--- src/rtl/mem_access_stage.sv ---
// MEM-stage data-memory access controller for the 5-stage MIPS pipeline.
// Issues one req/ack transaction per load/store and stalls the pipeline until it
// completes. It also handles byte/half/word lanes, load extension and an access timeout.
module mem_access_stage #(
    parameter int unsigned TIMEOUT = 255,
    parameter int unsigned CNT_W   = 8
) (
    input  logic        clk,
    input  logic        reset,
    input  logic        in_valid,
    input  logic        mem_rd_i,
    input  logic        mem_wr_i,
    input  logic [1:0]  size_i,
    input  logic        sext_i,
    input  logic [31:0] addr_i,
    input  logic [31:0] wdata_i,
    input  logic [31:0] alures_i,
    input  logic [1:0]  memtoreg_i,
    input  logic        regwr_i,
    output logic        mem_req,
    output logic        mem_we,
    output logic [31:0] mem_addr,
    output logic [3:0]  mem_be,
    output logic [31:0] mem_wdata,
    input  logic [31:0] mem_rdata,
    input  logic        mem_ack,
    output logic        stall_o,
    output logic [31:0] alures_o,
    output logic [1:0]  memtoreg_o,
    output logic        regwr_o,
    output logic [31:0] ldata_o,
    output logic        misalign_o,
    output logic        bus_err_o
);

    localparam logic [CNT_W-1:0] TimeoutCnt = CNT_W'(TIMEOUT);

    typedef enum logic [1:0] {StIdle, StBusy, StDone} state_e;

    state_e            state_q, state_d;
    logic              mem_req_q, mem_req_d;
    logic              mem_we_q, mem_we_d;
    logic [31:0]       mem_addr_q, mem_addr_d;
    logic [3:0]        mem_be_q, mem_be_d;
    logic [31:0]       mem_wdata_q, mem_wdata_d;
    logic [31:0]       rdata_q, rdata_d;
    logic [CNT_W-1:0]  cnt_q, cnt_d;
    logic              bus_err_q, bus_err_d;
    // Byte offset, size and extension mode of the access in flight, for load extraction.
    logic [1:0]        off_q, off_d;
    logic [1:0]        size_q, size_d;
    logic              sext_q, sext_d;

    logic              acc;
    logic              misalign;
    logic              is_byte;
    logic              is_half;
    logic              stall;
    logic [3:0]        be_lane;
    logic [31:0]       wdata_lane;
    logic [7:0]        ld_byte;
    logic [15:0]       ld_half;
    logic [31:0]       load_ext;

    assign is_byte  = (size_i == 2'b00);
    assign is_half  = (size_i == 2'b01);
    assign acc      = in_valid & (mem_rd_i | mem_wr_i);
    assign misalign = acc & ((size_i[1] & (addr_i[1:0] != 2'b00)) | (is_half & addr_i[0]));

    // Store lane enables and lane-replicated write data for the current instruction.
    always_comb begin
        be_lane    = 4'b1111;
        wdata_lane = wdata_i;
        if (is_byte) begin
            be_lane    = 4'b0001 << addr_i[1:0];
            wdata_lane = {4{wdata_i[7:0]}};
        end else if (is_half) begin
            be_lane    = addr_i[1] ? 4'b1100 : 4'b0011;
            wdata_lane = {2{wdata_i[15:0]}};
        end
    end

    // Pick the addressed byte/halfword out of the returned word and extend it.
    always_comb begin
        ld_byte  = mem_rdata[7:0];
        case (off_q)
            2'b01:   ld_byte = mem_rdata[15:8];
            2'b10:   ld_byte = mem_rdata[23:16];
            2'b11:   ld_byte = mem_rdata[31:24];
            default: ld_byte = mem_rdata[7:0];
        endcase
        ld_half  = off_q[1] ? mem_rdata[31:16] : mem_rdata[15:0];
        load_ext = mem_rdata;
        if (size_q == 2'b00) begin
            load_ext = {{24{sext_q & ld_byte[7]}}, ld_byte};
        end else if (size_q == 2'b01) begin
            load_ext = {{16{sext_q & ld_half[15]}}, ld_half};
        end
    end

    // Access FSM: next state, registered bus outputs and stall.
    always_comb begin
        state_d     = state_q;
        mem_req_d   = mem_req_q;
        mem_we_d    = mem_we_q;
        mem_addr_d  = mem_addr_q;
        mem_be_d    = mem_be_q;
        mem_wdata_d = mem_wdata_q;
        rdata_d     = rdata_q;
        cnt_d       = cnt_q;
        bus_err_d   = 1'b0;
        off_d       = off_q;
        size_d      = size_q;
        sext_d      = sext_q;
        stall       = 1'b0;
        case (state_q)
            StIdle: begin
                if (acc && !misalign) begin
                    stall       = 1'b1;
                    state_d     = StBusy;
                    mem_req_d   = 1'b1;
                    mem_we_d    = mem_wr_i;
                    mem_addr_d  = {addr_i[31:2], 2'b00};
                    mem_be_d    = be_lane;
                    mem_wdata_d = wdata_lane;
                    cnt_d       = '0;
                    off_d       = addr_i[1:0];
                    size_d      = size_i;
                    sext_d      = sext_i;
                end
            end
            StBusy: begin
                stall = 1'b1;
                // An ack on the timeout cycle still completes the access normally.
                if (mem_ack) begin
                    if (!mem_we_q) begin
                        rdata_d = load_ext;
                    end
                    mem_req_d = 1'b0;
                    state_d   = StDone;
                end else if (cnt_q == TimeoutCnt) begin
                    mem_req_d = 1'b0;
                    bus_err_d = 1'b1;
                    state_d   = StDone;
                end else begin
                    cnt_d = cnt_q + CNT_W'(1);
                end
            end
            StDone: begin
                state_d = StIdle;
            end
            default: begin
                state_d = StIdle;
            end
        endcase
    end

    // State registers; asynchronous reset drops any outstanding request at once.
    always_ff @(posedge clk or posedge reset) begin
        if (reset) begin
            state_q     <= StIdle;
            mem_req_q   <= 1'b0;
            mem_we_q    <= 1'b0;
            mem_addr_q  <= '0;
            mem_be_q    <= '0;
            mem_wdata_q <= '0;
            rdata_q     <= '0;
            cnt_q       <= '0;
            bus_err_q   <= 1'b0;
            off_q       <= '0;
            size_q      <= '0;
            sext_q      <= 1'b0;
        end else begin
            state_q     <= state_d;
            mem_req_q   <= mem_req_d;
            mem_we_q    <= mem_we_d;
            mem_addr_q  <= mem_addr_d;
            mem_be_q    <= mem_be_d;
            mem_wdata_q <= mem_wdata_d;
            rdata_q     <= rdata_d;
            cnt_q       <= cnt_d;
            bus_err_q   <= bus_err_d;
            off_q       <= off_d;
            size_q      <= size_d;
            sext_q      <= sext_d;
        end
    end

    assign mem_req    = mem_req_q;
    assign mem_we     = mem_we_q;
    assign mem_addr   = mem_addr_q;
    assign mem_be     = mem_be_q;
    assign mem_wdata  = mem_wdata_q;
    assign stall_o    = stall;
    assign alures_o   = alures_i;
    assign memtoreg_o = memtoreg_i;
    assign regwr_o    = regwr_i & ~stall & ~misalign & ~bus_err_q;
    assign ldata_o    = rdata_q;
    assign misalign_o = misalign;
    assign bus_err_o  = bus_err_q;

endmodule

--- config.mk ---
export PLATFORM = sky130hd
export DESIGN_NAME = mem_access_stage
export DESIGN_NICKNAME = d
export VERILOG_FILES = /design/src/rtl/mem_access_stage.sv
export SDC_FILE = /design/constraint.sdc
export NUM_CORES = 1
export LEC_CHECK = 0
export BUFFER_PORTS_ARGS = -buffer_cell sky130_fd_sc_hd__buf_2
export CAP_MARGIN = 25
export CORE_MARGIN = 4
export CORE_UTILIZATION = 47
export DETAILED_ROUTE_END_ITERATION = 10
export PLACE_DENSITY = 0.81
export SYNTH_ARGS = -nofsm -noshare
export SYNTH_HDL_FRONTEND = slang
export SYNTH_SLANG_ARGS = --single-unit
export TNS_END_PERCENT = 10
--- constraint.sdc ---
create_clock -name clk -period 6.65 [get_ports clk]
set_clock_uncertainty 0.05 [all_clocks]
set_input_delay 0.3325 -clock clk [delete_from_list [all_inputs] [get_ports clk]]
set_output_delay 0.3325 -clock clk [all_outputs]
set_load 0.05 [all_outputs]
# Word level (Yosys, flattened, before mapping)

Cells that the tools add are included.

Bits in registers: 116
Input bits: 140
Word-level logic and storage cells: 78
Output and inout bits: 140

Bitwise operators: 15
Reduce and logical (&&, ||, !) cells: 12
Shifts and indexed selects: 1
Add/sub/neg operators: 1
Equality and inequality tests: 11
Muxes and demuxes: 26

Operator list:

| kind                  | number |
|---|---|
| $mux W32              | 4 |
| $mux W8               | 3 |
| $pmux W8 S3           | 1 |
| $mux W16              | 1 |
| $pmux W8 S2           | 1 |
| $mux W4               | 3 |
| $and A1 B1 Y1         | 9 |
| $add A8 B1 Y8 const B | 1 |
| $eq A2 B1 Y1 const B  | 4 |
| $eq A8 B8 Y1 const B  | 1 |
| $mux W1               | 7 |
| $logic_not A2 Y1      | 3 |
| $mux W2               | 3 |
| $ne A2 B2 Y1 const B  | 3 |
| $reduce_and A3 Y1     | 2 |
| $eq A2 B2 Y1 const B  | 2 |
| $not A1 Y1            | 4 |
| $pmux W1 S2           | 2 |
| $pmux W2 S2           | 1 |
| $reduce_and A2 Y1     | 2 |
| $reduce_and A4 Y1     | 1 |
| $reduce_bool A2 Y1    | 2 |
| $shl A1 B2 Y4 const A | 1 |
| $ne A3 B3 Y1 const B  | 1 |
| other kinds (3)       | 4 |

# Logic depth before layout (Yosys ltp)

Depth in word-level cells: 12
Gate-level depth with buffers: 8
Depth with buffers taken out: 5

# Worst setup path before layout

Ideal clock, no wire load.

Kind: input port to output port
Start: input size_i[0]
End: output regwr_o
Stages: 6
Arrival: 2.340 ns
Data required time: 6.267 ns
Setup slack: 3.928 ns
Buffers on the path: 2
Cell sequence: buf_2 -> nor2_2 -> o211ai_2 -> buf_2 -> nand2_1 -> nor4b_2

Word-level cells in the longest chain between the ends: 12
Elaborated cells between the ends (all ways): 13
Those cells by class: eq/ne: 1; mux: 2; bitwise: 8; reduce/logical: 2

Ends and longest elaborated chain:

| element                    | line | text |
|---|---|---|
| start: declaration         | 13   | `input logic [1:0] size_i,` |
| $eq A2 B1 Y1               | 66   | `assign is_half = (size_i == 2'b01);` |
| $and A1 B1 Y1              | 68   | `assign misalign = acc & ((size_i[1] & (addr_i[1:0] != 2'b00)) \| (is_half & addr_i[0]));` |
| $or A1 B1 Y1               | 68   |  |
| $and A1 B1 Y1              | 68   |  |
| $logic_not A1 Y1           | 118  | `if (acc && !misalign) begin` |
| $logic_and A1 B1 Y1        | 118  |  |
| $mux W1                    | 118  |  |
| $pmux W1 S2                | 116  | `case (state_q)` |
| via stall_o                | 27   | `output logic stall_o,` |
| $not A1 Y1                 | 197  | `assign regwr_o = regwr_i & ~stall & ~misalign & ~bus_err_q;` |
| $and A1 B1 Y1 (3 in a row) | 197  |  |
| end: declaration           | 30   | `output logic regwr_o,` |

The timed path passes the listed nets, and every way through them passes these cells.

# Final worst setup path

Start: input size_i[1]
End: output regwr_o

Word-level cells in the longest chain between the ends: 12
Elaborated cells between the ends (all ways): 14
Those cells by class: eq/ne: 1; mux: 2; bitwise: 9; reduce/logical: 2

Ends and longest elaborated chain:

| element                        | line |
|---|---|
| $eq A2 B1 Y1                   | 66 |
| $and A1 B1 Y1                  | 68 |
| $or A1 B1 Y1 (*)               | 68 |
| $and A1 B1 Y1 (*)              | 68 |
| $logic_not A1 Y1               | 118 |
| $logic_and A1 B1 Y1            | 118 |
| $mux W1                        | 118 |
| $pmux W1 S2                    | 116 |
| $not A1 Y1                     | 197 |
| $and A1 B1 Y1                  | 197 |
| $and A1 B1 Y1 (*) (2 in a row) | 197 |

Mark *: on every way between the ends. The rest lies on a longest branch, timed or not.

==> summary.txt <==
STA
  • Post-Route Setup TNS: 0 ns
  • Fraction of the cycle the final worst path needs: 37.4%
  • Max-slew headroom: 38.4%
  • RSZ-0062 raised after global routing: no
  • Worst hold margin: 0.0143 ns
  • Clock period minus final worst setup slack: 2.49 ns
  • Setup ws final: a little over 4 ns
  • Final count of hold timing violations: 0
  • Setup violators final: 0
  • Actual slew at the worst max-slew pin: 0.925 ns
  • Final slew viol count: 0
  • Max Clock Freq: 0.402 GHz

Layout
  • Layout cell share with drive strength beyond 1: 32.4%
  • Layout area overhead: 24.1%
  • Count of antenna diodes in the layout: 0
  • Post-route core utilization: 59.9%
  • Cell area after layout: 0.00726 mm²
  • Number of nets in the final layout: between 900 and 1000
  • Register area: 0.00290 mm²
  • Number of cells in the finished layout apart from fillers: 973
  • Multi-input combinational cell area: 0.00243 mm²
  • Filler cell count: approximately 1100

CTS
  • CTS Buffer Depth: 2
  • Count of clock tree sinks: 116
  • Hold_buf cts: 0
  • Resized Gates After CTS: 0
  • Clock input transition at the sequential cells of the worst setup and hold paths: ~0.050 ns
  • Num CTS Buffers: 17
  • Worst-skew pair later-pin latency: about 0.4 ns
  • Count of H-tree levels built during CTS: 4
  • Postcts setup bufs: 0
  • CTS tree: built
  • Clock Tree Root: sky130_fd_sc_hd__clkbuf_16

Worst setup path
  • RR Endpoint: ldata_o[10]$_DFFE_PP0P_
  • Origin of the worst setup path: size_i[1]
  • Critical path fanouts, max: 33
  • Slack of the worst reg-to-reg path: 4.46 ns
  • Setup CP Type: input port to output pin
  • Worst Setup End Kind: output pin
  • Sort of element at the start of the critical path: input port
  • Beginning of the worst register-to-register path: off_q[1]$_DFFE_PP0P_
  • Data arrival time of the critical path: 2.11 ns
  • Logic depth of the worst register-to-register path: 4
  • Destination of the critical timing path: regwr_o
  • Worst endpoint required time: 6.27 ns

Synth
  • Mean post-synth cell area: a little over 9 µm²
  • Post-synth EDFFs: 0
  • Seq cells post-synth: 116
  • Summed instance area of the synthesized netlist: 0.00585 mm²
  • Warning count from the yosys run: 0
  • Most used flip-flop cell after synthesis: sky130_fd_sc_hd__dfrtp_1
  • Post-synthesis sequential area ratio: between 40% and 50%
  • Synth unique cells: 54
  • Dominant cell type by area after synthesis: sky130_fd_sc_hd__dfrtp_1
  • Synthesized instance count: 637
  • Cell types occupying the most area after synthesis: sky130_fd_sc_hd__dfrtp_1 50%, sky130_fd_sc_hd__nand2_1 12%, sky130_fd_sc_hd__buf_4 5.4%
  • Fraction of registers with async set or reset after synthesis: 100%
  • Synth top area share: 49.6%

Drt
  • First drt pass iteration count: 5
  • Vias per cell: 5.24
  • Average detailed-routed wire length per instance: 16.2 µm
  • Vias post-DR: between 5000 and 6000
  • Violation count after the first detailed-routing iteration: approximately 550
  • Drt drc: 0
  • Number of nets with antenna violations after detailed routing: 0
  • Total wire length: roughly 16000 µm

Floorplan
  • Area of the core region: roughly 0.012 mm²
  • Chip Height: roughly 120 µm
  • Total die area: around 0.014 mm²
  • Ports: 280
  • Die extent in x: 120 µm
  • Row Count: 40
  • Starting density of the core: just under 50%

Run
  • Number of max-capacitance violations reported: 0

Global route
  • Global-route congestion overflow total: 0
  • Largest net degree at the start of global routing: 94
  • Antenna violations before repair: 0
  • Total routing usage reported by global routing: 22.1%
  • Vias in the first global route: 4958
  • Wire length of the first global-routing pass: roughly 25000 µm

Placed design
  • Cell area after placement: 0.00669 mm²
  • Count of buffers from port buffering: 209
  • Detailed placement HPWL: between 10000 and 15000 µm
  • Cell count after placement: between 900 and 1000
  • RD Place Congestion: 0.864
  • Post-placement worst setup slack: a little over 4 ns

Power and ir drop
  • Pwr per Cell Area: 484 mW/mm²
  • VDD IR max: 0.167 mV
  • Tot Pwr: 3.51 mW
  • Leakage power figure: 3.84 nW

Outcome
  • Result of the run: completed

Worst hold path
  • Classification of the worst-slack hold path: input port to async pin
area by class of cell:
cell class / instances / share of cell area [%]
Sequential cell: 116 / 40.0
Multi-Input combinational cell: 431 / 33.5
Timing Repair Buffer: 215 / 15.3
Clock buffer: 27 / 7.07
Tap cell: 168 / 2.90
Inverter: 12 / 0.655
Clock inverter: 4 / 0.620
report_power, final:
part           internal [mW]  switching [mW]
Clock                  0.559           0.295
Combinational          0.368            1.18
Sequential             0.943           0.165
cells in the mapped netlist (2+ instances only):
library cell and n:
sky130_fd_sc_hd__nor2_1 25, sky130_fd_sc_hd__buf_4 42, sky130_fd_sc_hd__a22oi_1 7, sky130_fd_sc_hd__clkbuf_1 9, sky130_fd_sc_hd__a221o_1 8, sky130_fd_sc_hd__o22ai_1 8
sky130_fd_sc_hd__o21a_1 2, sky130_fd_sc_hd__o31ai_1 2, sky130_fd_sc_hd__nand2_1 186, sky130_fd_sc_hd__buf_1 5, sky130_fd_sc_hd__o21ai_1 23, sky130_fd_sc_hd__mux2i_1 28
sky130_fd_sc_hd__and3_1 2, sky130_fd_sc_hd__buf_2 23, sky130_fd_sc_hd__nand2b_1 3, sky130_fd_sc_hd__nor3_1 11, sky130_fd_sc_hd__nand3_1 36, sky130_fd_sc_hd__a21o_1 2
sky130_fd_sc_hd__o211ai_1 3, sky130_fd_sc_hd__dfrtp_1 116, sky130_fd_sc_hd__o21ai_0 17, sky130_fd_sc_hd__a22o_1 7, sky130_fd_sc_hd__nor2b_1 2, sky130_fd_sc_hd__mux4_2 7
sky130_fd_sc_hd__a21oi_1 19, sky130_fd_sc_hd__xor2_1 3, sky130_fd_sc_hd__inv_1 12, sky130_fd_sc_hd__nor4_1 2, sky130_fd_sc_hd__nor3b_4 2
routing by layer:
metal  vias to the layer above  track usage [%]  share of wire [%]
li1                       2441                -                  -
met1                      2379             28.0                 40
met2                       235             35.7                 49
met3                        45             5.56                7.5
met4                         0             10.3                2.7
met5                         -                0                  0
flip-flops by register name, indices dropped and copies added (netlist names):
signal and flops:
bus_err_o 1, ldata_o 32, mem_be 4, mem_wdata 32, mem_addr 30, mem_we 1
mem_req 1, state_q 2, sext_q 1, cnt_q 8, off_q 2, size_q 2
critical path: stages:
cell and delay (ns):
sky130_fd_sc_hd__buf_2 0.54, sky130_fd_sc_hd__nor2_2 0.30, sky130_fd_sc_hd__o211ai_4 0.25, sky130_fd_sc_hd__nand2_1 0.13
sky130_fd_sc_hd__nor4b_2 0.26, sky130_fd_sc_hd__buf_2 0.30
worst min-delay path by stage:
stage | slack, ns | cells after the start | to
after floorplan | 0.36 | 1 | bus_err_o$_DFF_PP0_
after global placement | 0.40 | 2 | mem_addr[9]$_DFFE_PP0P_
after detailed placement | 0.41 | 2 | mem_addr[13]$_DFFE_PP0P_
after CTS | 0.05 | 2 | mem_addr[26]$_DFFE_PP0P_
after global routing | 0.06 | 3 | mem_addr[26]$_DFFE_PP0P_
final | 0.01 | 2 | mem_addr[26]$_DFFE_PP0P_
cells in the final DEF (no fill, tap or decap), types with 8 or more instances in the layout:
master,count
sky130_fd_sc_hd__a21oi_1,19
sky130_fd_sc_hd__dfrtp_1,116
sky130_fd_sc_hd__mux2i_1,28
sky130_fd_sc_hd__clkbuf_16,17
sky130_fd_sc_hd__inv_1,11
sky130_fd_sc_hd__nand3_1,36
sky130_fd_sc_hd__nor3_1,11
sky130_fd_sc_hd__nand2_1,186
sky130_fd_sc_hd__o21ai_0,17
sky130_fd_sc_hd__o22ai_1,8
sky130_fd_sc_hd__o21ai_1,23
sky130_fd_sc_hd__nor2_1,25
sky130_fd_sc_hd__buf_2,209
sky130_fd_sc_hd__a221o_1,8
cells by family after synthesis:
family          count (synthesis)  synth area share, %
fa+ha+maj                       1                0.214
buf+inv                        91                 9.03
other cells                     1               0.0641
simple gates                  281                 21.0
flops                         116                 49.6
xor+xnor                        4                0.599
mux                            36                 7.68
compound gates                107                 11.8
(Power assumes the default switching activity.)
